`src/rtl/monobit_pkg.sv`:
```
// Shared types and constants for the monobit bit source and the LFSR it reuses
// with the checker's self-test.
package monobit_pkg;

    localparam logic [15:0] LFSR_POLY         = 16'hB400;
    localparam logic [15:0] DEFAULT_LFSR_SEED = 16'hACE1;

    typedef enum logic [0:0] {
        SRC_BYTE = 1'b0,
        SRC_LFSR = 1'b1
    } src_mode_e;

    typedef enum logic [1:0] {
        ST_IDLE,
        ST_SHIFT,
        ST_LFSR
    } state_e;

    function automatic int BLOCK_CNT_W(input int len);
        return (len < 2) ? 1 : $clog2(len);
    endfunction

endpackage

```
`src/rtl/monobit_bit_source_if.sv`:
```
// Byte-in / bit-out stream bundle; master is the bit source, slave is its environment.
interface monobit_bit_source_if;
    logic        ena;
    logic        mode;
    logic [7:0]  in_data;
    logic        in_valid;
    logic        in_ready;
    logic        bit_out;
    logic        bit_valid;
    logic        bit_ready;
    logic        block_first;
    logic        block_last;
    logic [15:0] blocks_done;

    modport master (
        input  ena, mode, in_data, in_valid, bit_ready,
        output in_ready, bit_out, bit_valid, block_first, block_last, blocks_done
    );

    modport slave (
        output ena, mode, in_data, in_valid, bit_ready,
        input  in_ready, bit_out, bit_valid, block_first, block_last, blocks_done
    );
endinterface

```
`src/rtl/monobit_lfsr16.sv`:
```
// 16-bit Galois LFSR; state[0] is the output bit. Never reaches zero from a nonzero seed.
module monobit_lfsr16
    import monobit_pkg::*;
#(
    parameter logic [15:0] SEED = DEFAULT_LFSR_SEED
) (
    input  logic        clk,
    input  logic        rst,
    input  logic        load,
    input  logic [15:0] seed,
    input  logic        adv,
    output logic [15:0] state
);

    always_ff @(posedge clk or posedge rst) begin
        if (rst)
            state <= SEED;
        else if (load)
            state <= seed;
        else if (adv)
            state <= (state >> 1) ^ (state[0] ? LFSR_POLY : 16'h0000);
    end

endmodule

```
`src/rtl/monobit_bit_source.sv`:
```
// Serializes host bytes or LFSR bits into a framed 1-bit valid/ready stream
// for the monobit counter.
module monobit_bit_source
    import monobit_pkg::*;
#(
    parameter int          BLOCK_LEN = 128,
    parameter logic [15:0] LFSR_SEED = DEFAULT_LFSR_SEED,
    parameter bit          MSB_FIRST = 1'b1
) (
    input  logic                 clk,
    input  logic                 rst,
    monobit_bit_source_if.master sio
);

    localparam int             CW   = BLOCK_CNT_W(BLOCK_LEN);
    localparam logic [CW-1:0]  LAST = CW'(BLOCK_LEN - 1);

    state_e        state;
    logic [7:0]    shreg;
    logic [2:0]    idx;
    logic [CW-1:0] cnt;
    logic [15:0]   done_q;
    logic [15:0]   lfsr_q;

    logic xfer, accept, blk_end, blk_zero, want_lfsr, byte_bit;

    assign want_lfsr = (sio.mode == SRC_LFSR);
    assign blk_end   = (cnt == LAST);
    assign blk_zero  = (cnt == '0);
    assign byte_bit  = MSB_FIRST ? shreg[3'd7 - idx] : shreg[idx];

    assign sio.bit_valid   = sio.ena && !rst && (state != ST_IDLE);
    assign sio.bit_out     = (state == ST_LFSR) ? lfsr_q[0] : byte_bit;
    assign sio.block_first = sio.bit_valid && blk_zero;
    assign sio.block_last  = sio.bit_valid && blk_end;
    assign sio.blocks_done = done_q;

    assign xfer   = sio.bit_valid && sio.bit_ready;
    assign accept = sio.in_valid && sio.in_ready;

    // A byte is refused when the block boundary is about to hand over to the LFSR,
    // otherwise it would be loaded and then dropped.
    always_comb begin
        sio.in_ready = 1'b0;
        if (sio.ena && !rst) begin
            case (state)
                ST_IDLE:  sio.in_ready = !(blk_zero && want_lfsr);
                ST_SHIFT: sio.in_ready = sio.bit_ready && (idx == 3'd7) &&
                                         !(blk_end && want_lfsr);
                default:  sio.in_ready = 1'b0;
            endcase
        end
    end

    monobit_lfsr16 #(.SEED(LFSR_SEED)) u_lfsr (
        .clk   (clk),
        .rst   (rst),
        .load  (1'b0),
        .seed  (LFSR_SEED),
        .adv   (xfer && (state == ST_LFSR)),
        .state (lfsr_q)
    );

    always_ff @(posedge clk or posedge rst) begin
        if (rst) begin
            state  <= ST_IDLE;
            shreg  <= '0;
            idx    <= '0;
            cnt    <= '0;
            done_q <= '0;
        end else begin
            if (xfer) begin
                cnt <= blk_end ? '0 : cnt + CW'(1);
                if (blk_end)
                    done_q <= done_q + 16'd1;
            end
            case (state)
                ST_IDLE: begin
                    if (sio.ena && blk_zero && want_lfsr) begin
                        state <= ST_LFSR;
                    end else if (accept) begin
                        shreg <= sio.in_data;
                        idx   <= '0;
                        state <= ST_SHIFT;
                    end
                end
                ST_SHIFT: begin
                    if (xfer) begin
                        idx <= idx + 3'd1;
                        if (idx == 3'd7) begin
                            if (accept)
                                shreg <= sio.in_data;
                            else if (blk_end && want_lfsr)
                                state <= ST_LFSR;
                            else
                                state <= ST_IDLE;
                        end
                    end
                end
                ST_LFSR: begin
                    if (xfer && blk_end && !want_lfsr)
                        state <= ST_IDLE;
                end
                default: state <= ST_IDLE;
            endcase
        end
    end

endmodule

```
`src/flat_wrapper.sv`:
```
// flat-port wrapper written by rule: the top's interface ports become plain ports
module monobit_bit_source_flat import monobit_pkg::*;
#(
    parameter int          BLOCK_LEN = 128,
    parameter logic [15:0] LFSR_SEED = DEFAULT_LFSR_SEED,
    parameter bit          MSB_FIRST = 1'b1
)
  (clk, rst, sio_ena, sio_mode, sio_in_data, sio_in_valid, sio_bit_ready, sio_in_ready, sio_bit_out, sio_bit_valid, sio_block_first, sio_block_last, sio_blocks_done);
  monobit_bit_source_if sio_i ();
  input  logic clk;
  input  logic rst;
  input wire logic [$bits(sio_i.ena)-1:0] sio_ena;
  input wire logic [$bits(sio_i.mode)-1:0] sio_mode;
  input wire logic [$bits(sio_i.in_data)-1:0] sio_in_data;
  input wire logic [$bits(sio_i.in_valid)-1:0] sio_in_valid;
  input wire logic [$bits(sio_i.bit_ready)-1:0] sio_bit_ready;
  output wire logic [$bits(sio_i.in_ready)-1:0] sio_in_ready;
  output wire logic [$bits(sio_i.bit_out)-1:0] sio_bit_out;
  output wire logic [$bits(sio_i.bit_valid)-1:0] sio_bit_valid;
  output wire logic [$bits(sio_i.block_first)-1:0] sio_block_first;
  output wire logic [$bits(sio_i.block_last)-1:0] sio_block_last;
  output wire logic [$bits(sio_i.blocks_done)-1:0] sio_blocks_done;
  assign sio_i.ena = sio_ena;
  assign sio_i.mode = sio_mode;
  assign sio_i.in_data = sio_in_data;
  assign sio_i.in_valid = sio_in_valid;
  assign sio_i.bit_ready = sio_bit_ready;
  assign sio_in_ready = sio_i.in_ready;
  assign sio_bit_out = sio_i.bit_out;
  assign sio_bit_valid = sio_i.bit_valid;
  assign sio_block_first = sio_i.block_first;
  assign sio_block_last = sio_i.block_last;
  assign sio_blocks_done = sio_i.blocks_done;
  monobit_bit_source #(.BLOCK_LEN(BLOCK_LEN), .LFSR_SEED(LFSR_SEED), .MSB_FIRST(MSB_FIRST)) u_core (.clk(clk), .rst(rst), .sio(sio_i));
endmodule
```
`config.mk`:
```
export PLATFORM = sky130hd
export DESIGN_NAME = monobit_bit_source_flat
export DESIGN_NICKNAME = d
export VERILOG_FILES = /design/src/rtl/monobit_pkg.sv /design/src/rtl/monobit_bit_source_if.sv /design/src/rtl/monobit_lfsr16.sv /design/src/rtl/monobit_bit_source.sv /design/src/flat_wrapper.sv
export SDC_FILE = /design/constraint.sdc
export NUM_CORES = 1
export LEC_CHECK = 0
export ABC_AREA = 0
export BUFFER_PORTS_ARGS = -buffer_cell sky130_fd_sc_hd__buf_2
export CORE_UTILIZATION = 30
export CTS_CLUSTER_SIZE = 30
export DETAILED_ROUTE_END_ITERATION = 10
export PLACE_DENSITY = 0.45
export SLEW_MARGIN = 30
export SYNTH_ARGS = -nofsm -noshare
export SYNTH_HDL_FRONTEND = slang
export SYNTH_SLANG_ARGS = --single-unit
```
`constraint.sdc`:
```
create_clock -name clk -period 2.15 [get_ports clk]
set_input_delay 0 -clock clk [delete_from_list [all_inputs] [get_ports clk]]
set_output_delay 0 -clock clk [all_outputs]
set_load 0.03 [all_outputs]
```
==> impl_metrics.ini, run 1 <==
[synth]
synth_top_cell_by_area = dfrtp_1
syn_area_per_cell_sq_um = 12.4
async_reset_ff_share_pct = 100
synthesis.nets = 220
yosysWarnings = 0
ys_types = 48
synth_edf_count = 0
ys_ff_latch = 52
synth.most_common_cell = dfrtp_1
syn_area_sq_um = 2490
yosysSeqAreaShare_pct = 52.7
synthTopCellsByArea = dfrtp_1 44%, dfstp_2 8.5%, mux2_2 7.2%
ys.flop_type = dfrtp_1
syn_inst = 201
yosys-top-cells-count = 44 x dfrtp_1, 17 x nand2_1, 17 x xnor2_1, 16 x mux2_2, 10 x nand3_1
synth_top_area_share_pct = 44.3

[worst_hold_path]
worstHoldStart = sio_mode
hold_class = in2reg
whs_path_depth = 4
hold_path_end = u_core.state[1]

[clock_network]
cts_tree = yes
cts_buffer_depth = 2
root_buffer = clkbuf_8
post_cts_buffers = 0
clk_latency_ns = 0.30
cts_sinks = 52
cts.clk_slew.worst_paths_ns = 0.10
ctsHtreeMaxLevel = 2
cts-buffers-inserted = 5

[finish]
multi_input_comb_area_sq_um = 1130
nets = 270
fin_util_pct = 37.8
syn_to_final_growth_pct = 20.0
regArea_sq_um = 1310
fill_cells = 772
drive_above_1_share_pct = 36.9
num_antenna_cells = 0

[floorplan]
start_util_pct = 31.5
die-area_sq_um = 8660
core-area_sq_um = 7890
fp.dieH_um = 93.1
num_rows = 32
die_w_um = 93.1
io_pins = 35

[power_and_ir_drop]
power.density_nw_per_um2 = 703
p_leak_nw = 1.38
peakVddDrop_v = 0.000226
fin_total_pwr_mw = 2.10

[timing]
worst_pin_slew_ns = 0.695
clock_skew_ns = 0.00648
drv_slew = 0
grt_setup_unrepaired = no
hold_violations = 0
tns_ns = 0
slew_headroom_pct = 53.3
period_share_pct = 89.9
setup_slack_ns = 0.218
timing.fmax_ghz = 0.518
fin_crit_ns = 1.93
setup_violations = 0

[setup_path]
reg2reg_to = u_core.shreg[5]
crit_type = reg2out
reg2reg_depth = 8
worstPathRequired_ns = 2.15
cp_common_cell = ha_1
r2r_start = u_core.idx[1]
critical_path_arrival_ns = 1.93
endpoint_kind = primary output
crit_fanout = 4
cpPeakStageDelay_ns = 0.43
cp_cell_sequence = ha_1 -> ha_1 -> nand3b_1 -> a21oi_1 -> a32oi_2 -> and2b_2 -> buf_2
worstSetupStartpointType = flop
cp_slowest_cell = dfrtp_1
regToRegSetupSlack_ns = 0.24

[detailed_routing]
vias_per_cell = 4.56
num_vias = 1613
drt-total-wl_um = 4710
ant_nets = 0
wl_per_cell_um = 13.3
drt-initial-drc-count = 29
drc = 0
firstDrtPassIters = 4

[run]
cap_violations = 0

[placement]
numPortBuffers = 34
place_hpwl_um = 3430
dp_slack_ns = 0.224
place_congestion = 0.748

[global_routing]
antenna_found_initial = 0
grt_use_total_pct = 11.8
grt_start_max_net_pins = 30
gr-total-overflow = 0
grt_pass1_vias = 1633
grt_first_pass_wirelength_um = 7960

[run_status]
status = finished, final reports clean
==> sequential cells by signal (all words and copies together), names as in the netlist <==
register,count
u_core.state,2
u_core.idx,3
u_core.u_lfsr.state,16
u_core.cnt,7
u_core.shreg,8
u_core.sio.blocks_done,16
==> report_power, final <==
group,switching (mW),total (mW),internal [mW]
sequential,0.0860,1.23,1.15
clock,0.324,0.552,0.228
combinational,0.147,0.314,0.167
==> stage by stage <==
step | hold WS, ns | area [sq um] | instances
after floorplan | 0.148 | 2490 | 201
after global placement | 0.100 | 2810 | 337
after detailed placement | 0.104 | 2810 | 337
after CTS | 0.0987 | 2980 | 354
after global routing | 0.123 | 2980 | 354
final | 0.123 | 2980 | 354
==> logic make-up after synthesis <==
kind of cell	Yosys count	synth area share, %
adders and majority gates	5	2.52
buffers and inverters	10	1.91
xor gates and xnor gates	21	7.39
DFF	52	52.7
AOI/OAI and AO/OA	23	6.09
muxes	25	13.1
and+or+nand+nor	65	16.3
==> how the worst max path moves through the flow <==
stage,end,start
3_3_place_gp,u_core.shreg[5],u_core.idx[1]
6_report,sio_in_ready,u_core.idx[1]
5_1_grt,sio_in_ready,u_core.cnt[3]
3_5_place_dp,u_core.shreg[5],u_core.idx[1]
4_1_cts,sio_in_ready,u_core.cnt[1]
2_1_floorplan,u_core.shreg[0],u_core.idx[0]
==> metal layers <==
layer  vias to the layer above  global-route usage (%)  part of all wire (%)
met3                         5                    2.52                   2.4
met5                         -                       0                     0
met1                       770                    16.2                    50
met2                        21                    18.6                    47
met4                         0                    3.46                   1.0
li1                        817                       -                     -
==> worst max-delay path, delay by kind of cell (launching register included) <==
kind | cells | cell delay [ns]
flip-flops | 1 | 0.43
adder cells (fa/ha/maj) | 2 | 0.43
buffers and inverters | 1 | 0.17
AO/OA/AOI/OAI | 2 | 0.27
AND/OR/NAND/NOR | 2 | 0.34
==> repair_timing <==
item / in CTS / in global routing
hold buffers: 9 / 0
endpoints found under the hold margin: 31 / 0
gates resized for setup: 0 / 0
==> layout make-up <==
class / instances / share of cell area (%)
Sequential cell: 52 / 43.9
Multi-Input combinational cell: 139 / 37.8
Timing Repair Buffer: 48 / 10.4
Tap cell: 102 / 4.28
Clock buffer: 5 / 2.31
Clock inverter: 3 / 0.629
Inverter: 5 / 0.629
==> placed cells by master, fill, tap and decap left out, types with 4 or more instances in the layout <==
master and count:
clkbuf_8 5, dfstp_2 8, mux2_2 16, mux2_4 6, inv_1 4, nor2_1 8, xor2_1 4, a21oi_1 7
o21ai_0 6, ha_1 5, buf_4 4, dfrtp_1 44, xnor2_1 17, nand3_1 10, dlygate4sd3_1 9, nand2_1 17
buf_2 34, nand4_1 6
(Power assumes the default switching activity.)
==> run 2: changes to the inputs <==
- ABC_AREA: 0 -> 1
==> run 2 against run 1 <==
Compared with the run above: cell count is 28% higher; first-iteration DRC count grew to 3.0 times the previous value; critical path type unchanged; count of clock-buffer cells in the layout grew 1; non-clock buffer count fell by 2; register-to-register slack improved by 0.07 ns; sequential share of layout area down 1.4 points.
==> impl_metrics.ini, run 2 <==
[run_status]
status = finished, final reports clean

[synth]
syn_inst = 298
yosys-top-cells-count = 80 x nand2_1, 44 x dfrtp_1, 31 x inv_1, 22 x nand3_1, 21 x o21ai_0
synth_top_cell_by_area = dfrtp_1
synth_edf_count = 0
synthTopCellsByArea = dfrtp_1 43%, nand2_1 12%, dfstp_2 8.1%
synth.most_common_cell = nand2_1
ys_ff_latch = 52
synth_top_area_share_pct = 42.6
syn_area_sq_um = 2580
ys.flop_type = dfrtp_1
syn_area_per_cell_sq_um = 8.67
ys_types = 32
async_reset_ff_share_pct = 100
yosysWarnings = 0
yosysSeqAreaShare_pct = 50.7
synthesis.nets = 317

[clock_network]
cts.clk_slew.worst_paths_ns = 0.09
root_buffer = clkbuf_8
cts_tree = yes
clk_latency_ns = 0.31
cts-buffers-inserted = 5
ctsHtreeMaxLevel = 2
post_cts_buffers = 0
cts_buffer_depth = 2
cts_sinks = 52

[timing]
drv_slew = 0
grt_setup_unrepaired = no
period_share_pct = 88.9
hold_violations = 0
timing.fmax_ghz = 0.523
fin_crit_ns = 1.91
clock_skew_ns = 0.0137
tns_ns = 0
worst_pin_slew_ns = 0.675
slew_headroom_pct = 55.0
setup_violations = 0

[worst_hold_path]
worstHoldStart = sio_mode
hold_class = in2reg
hold_path_end = u_core.state[1]
whs_path_depth = 5

[global_routing]
grt_first_pass_wirelength_um = 9140
grt_pass1_vias = 1957
busiest_layer = met2
gr-total-overflow = 0
use_met1_pct = 18.0
grt_start_max_net_pins = 53
grt_use_met3_pct = 2.90
grt_use_met2_pct = 20.5
grt_use_total_pct = 13.2
antenna_found_initial = 0

[floorplan]
fp.dieH_um = 94.8
num_rows = 33
io_pins = 35
die_w_um = 94.8
start_util_pct = 31.3
die-area_sq_um = 8990
core-area_sq_um = 8260

[power_and_ir_drop]
p_leak_nw = 1.62
switching_power_uw = 805
power.density_nw_per_um2 = 781
p_seq_share_pct = 50.5
sw_frac_of_total_pct = 33.5
clkPwrFrac_pct = 25.0
p_int_mw = 1.60
peakVddDrop_v = 0.000249
fin_total_pwr_mw = 2.41
power_frac_comb_pct = 24.5

[setup_path]
endpoint_kind = primary output
cpPeakStageDelay_ns = 0.41
reg2reg_to = u_core.idx[1]
critical_path_arrival_ns = 1.91
worstPathRequired_ns = 2.15
regToRegSetupSlack_ns = 0.31
worstSetupStartpointType = flop
cp_slowest_cell = dfrtp_1
crit_type = reg2out
crit_fanout = 7
cp_cell_sequence = ha_1 -> nand3_2 -> inv_1 -> nand3_1 -> nand2_1 -> a21oi_2 -> buf_2
r2r_start = u_core.cnt[0]
reg2reg_depth = 10

[detailed_routing]
vias_per_cell = 4.40
wl_per_cell_um = 11.8
drc = 0
drt-total-wl_um = 5340
firstDrtPassIters = 4
drt-initial-drc-count = 86
num_vias = 1987
ant_nets = 0

[placement]
place_congestion = 0.796
place_hpwl_um = 3770
numPortBuffers = 34

[finish]
final_common_cell = nand2_1
drive_above_1_share_pct = 21.6
mostFrequentLayoutCells = 80 x nand2_1, 44 x dfrtp_1, 34 x buf_2, 30 x inv_1, 22 x nand3_1
num_antenna_cells = 0
syn_to_final_growth_pct = 19.2
nets = 365

[run]
cap_violations = 0
[run 2: cell type report]
type	instances	area, sq um
fill	882	5180
sequential	52	1310
multi-input combinational	208	1130
timing repair buffer	46	285
tap	105	131
inverter	33	130
clock buffer	6	82.6
clock inverter	2	13.8
[run 2: cells by family after synthesis]
kind of cell | synth area share (%)
simple gates | 27.1
buf+inv | 5.86
mux | 0.774
xor+xnor | 5.76
flops | 50.7
compound gates | 7.36
fa+ha+maj | 2.42
[run 2: power by group through the flow]
stage / sequential [mW] / combinational [mW] / clock [mW]
6_report: 1.22 / 0.589 / 0.601
5_1_grt: 1.24 / 0.682 / 0.671
4_1_cts: 1.22 / 0.597 / 0.631
3_5_place_dp: 1.24 / 0.582 / 0
3_3_place_gp: 1.23 / 0.583 / 0
2_1_floorplan: 1.21 / 0.439 / 0
[run 2: worst max-delay path, delay by kind of cell (launching register included)]
kind                     cells  cell delay [ns]
AO/OA/AOI/OAI                1             0.31
adder cells (fa/ha/maj)      1             0.24
buffers and inverters        2             0.34
flip-flops                   1             0.41
AND/OR/NAND/NOR              3             0.30
[run 2: worst max-delay path by stage]
stage,end,depth (start not counted),start,slack (ns)
3_3_place_gp,u_core.idx[1],10,u_core.cnt[0],0.33
3_5_place_dp,u_core.u_lfsr.state[9],7,u_core.state[0],0.30
6_report,sio_in_ready,7,u_core.cnt[0],0.24
5_1_grt,sio_in_ready,7,u_core.idx[1],0.07
4_1_cts,sio_in_ready,7,u_core.cnt[0],0.03
2_1_floorplan,u_core.sio.blocks_done[14],10,rst,0.23
[run 2: stage by stage]
stage	utilization (%)	cell area, sq um	hold slack (ns)	setup slack (ns)	cells
2_1_floorplan	-	2590	0.0563	0.227	298
3_3_place_gp	34.9	2880	0.231	0.326	434
3_5_place_dp	34.9	2880	0.233	0.297	434
4_1_cts	37.3	3080	0.0900	0.0326	452
5_1_grt	37.3	3080	0.157	0.0657	452
6_report	37.3	3080	0.112	0.240	452
[run 2: repair_timing]
action | CTS | global route
gates resized for setup | 0 | 1
endpoints found under the hold margin | 52 | 0
setup endpoints to repair | 0 | 1
hold buffers | 10 | 0
[run 2: routing by layer]
metal | up-vias | wire length, um
li1 | 1044 | -
met1 | 916 | 2650
met2 | 20 | 2460
met3 | 7 | 140
met4 | 0 | 89
met5 | - | 0
==> run 3: changes to the inputs <==
- CORE_UTILIZATION: 30 -> 55
- PLACE_DENSITY: 0.45 -> 0.75
==> run 3 against run 2 <==
Compared with the run above: critical path depth stayed put; total power is 1.3% higher; clock skew is 0.0070 ns lower; global-route usage is 7.8 points higher; flip-flop and latch count stayed put; cell count is 12% lower; largest cell class unchanged; routed wire length is 12% lower; maximum frequency is 0.29% lower; sequential power hardly changed; cell area is 2.0% lower; count of clock-buffer cells in the layout is 1 higher; non-clock buffer count is 1 lower.
==> impl_metrics.ini, run 3 (same netlist as run 2, synthesis figures left out) <==
[clock_network]
post_cts_buffers = 0
ctsHtreeMaxLevel = 2
cts-buffers-inserted = 5
cts_sinks = 52
root_buffer = clkbuf_8
clk_latency_ns = 0.30
cts.clk_slew.worst_paths_ns = 0.09
cts_buffer_depth = 2
cts_tree = yes

[finish]
multi_input_comb_area_sq_um = 1130
drive_above_1_share_pct = 21.1
nets = 364
regArea_sq_um = 1310
fin_util_pct = 67.9
final_common_cell = nand2_1
fill_cells = 370
mostFrequentLayoutCells = 80 x nand2_1, 43 x dfrtp_1, 34 x buf_2, 30 x inv_1, 22 x nand3_1
syn_to_final_growth_pct = 16.7
num_antenna_cells = 0

[timing]
worst_pin_slew_ns = 0.623
clock_skew_ns = 0.00674
slew_headroom_pct = 58.4
grt_setup_unrepaired = no
fin_crit_ns = 1.92
tns_ns = 0
whs_ns = 0.104
setup_slack_ns = 0.234
timing.fmax_ghz = 0.522
hold_violations = 0
setup_violations = 0
period_share_pct = 89.1
drv_slew = 0

[setup_path]
reg2reg_to = u_core.idx[2]
endpoint_kind = primary output
crit_fanout = 9
regToRegSetupSlack_ns = 0.33
critical_path_arrival_ns = 1.92
r2r_start = u_core.idx[0]
crit_path_end = sio_in_ready
reg2reg_depth = 10
crit_type = reg2out
worstPathRequired_ns = 2.15
crit_start = u_core.idx[0]
worstSetupStartpointType = flop

[global_routing]
gr-total-overflow = 0
grt_pass1_vias = 1893
grt_start_max_net_pins = 53
grt_first_pass_wirelength_um = 8280
grt_use_total_pct = 21.1
antenna_found_initial = 0

[detailed_routing]
drc = 0
drt-initial-drc-count = 124
ant_nets = 0
num_vias = 2018
firstDrtPassIters = 4
vias_per_cell = 5.07
drt-total-wl_um = 4680
wl_per_cell_um = 11.8

[run_status]
status = finished, final reports clean

[run]
cap_violations = 0

[power_and_ir_drop]
power_frac_comb_pct = 22.9
p_int_mw = 1.68
p_leak_nw = 1.61
p_seq_share_pct = 50.6
sw_frac_of_total_pct = 31.2
peakVddDrop_v = 0.000460
fin_total_pwr_mw = 2.44
clkPwrFrac_pct = 26.5
switching_power_uw = 759
power.density_nw_per_um2 = 807

[placement]
numPortBuffers = 34
dp_slack_ns = 0.295
place_hpwl_um = 3360
place_congestion = 0.883

[floorplan]
fp.dieH_um = 70.6
die_w_um = 70.6
start_util_pct = 58.2
core-area_sq_um = 4440
io_pins = 35
num_rows = 24
die-area_sq_um = 4980

[worst_hold_path]
hold_class = in2reg
-- run 3: timing repair --
| action | CTS | global route |
|---|---|---|
| hold buffers | 10 | 0 |
| pin swaps | 0 | 0 |
| endpoints found under the setup margin | 1 | 2 |
| resized for setup | 1 | 1 |
| hold endpoints to repair | 52 | 0 |
-- run 3: metal layers --
layer  GRT usage (%)  wire length, um  share of wire (%)  up-vias
met2            34.7             2250                 48       40
met3            4.99              169                3.6        7
met5               0                0                  0        -
li1                -                -                  -     1035
met4            6.00               54                1.2        0
met1            28.3             2210                 47      936
-- run 3: how the worst min path moves through the flow --
stage / from / end / slack, ns / depth (start not counted)
CTS: sio_mode / u_core.state[1] / 0.1 / 5
detailed placement: sio_in_data[1] / u_core.shreg[1] / 0.23 / 3
global route: sio_mode / u_core.state[1] / 0.14 / 5
global placement: sio_in_data[0] / u_core.shreg[0] / 0.23 / 3
floorplan: rst / u_core.cnt[0] / 0.06 / 1
finish: sio_mode / u_core.state[1] / 0.10 / 5
-- run 3: critical path, cell delays in order (launching register included) --
cell and delay, ns:
dfrtp_2 0.46, ha_1 0.18, ha_1 0.17, nand2_1 0.06, nor2_1 0.09, nand2_1 0.09
a21oi_2 0.30, buf_2 0.26
-- run 3: cell type report --
class                      instances  area share, %
sequential                        52           43.5
multi-input combinational        208           37.3
timing repair buffer              45           9.20
inverter                          33           4.31
clock buffer                       7           2.53
tap                               52           2.16
clock inverter                     1          0.995
-- run 3: power by group through the flow --
stage | Combinational (mW) | Clock, mW | Sequential, mW
3_3_place_gp | 0.529 | 0 | 1.24
5_1_grt | 0.657 | 0.698 | 1.25
4_1_cts | 0.559 | 0.667 | 1.23
2_1_floorplan | 0.439 | 0 | 1.21
6_report | 0.557 | 0.647 | 1.23
3_5_place_dp | 0.542 | 0 | 1.25
-- run 3: per-stage QoR --
step	area (sq um)	std cells
6_report	3020	398
5_1_grt	3020	398
4_1_cts	3020	398
3_5_place_dp	2810	380
3_3_place_gp	2810	380
2_1_floorplan	2590	298
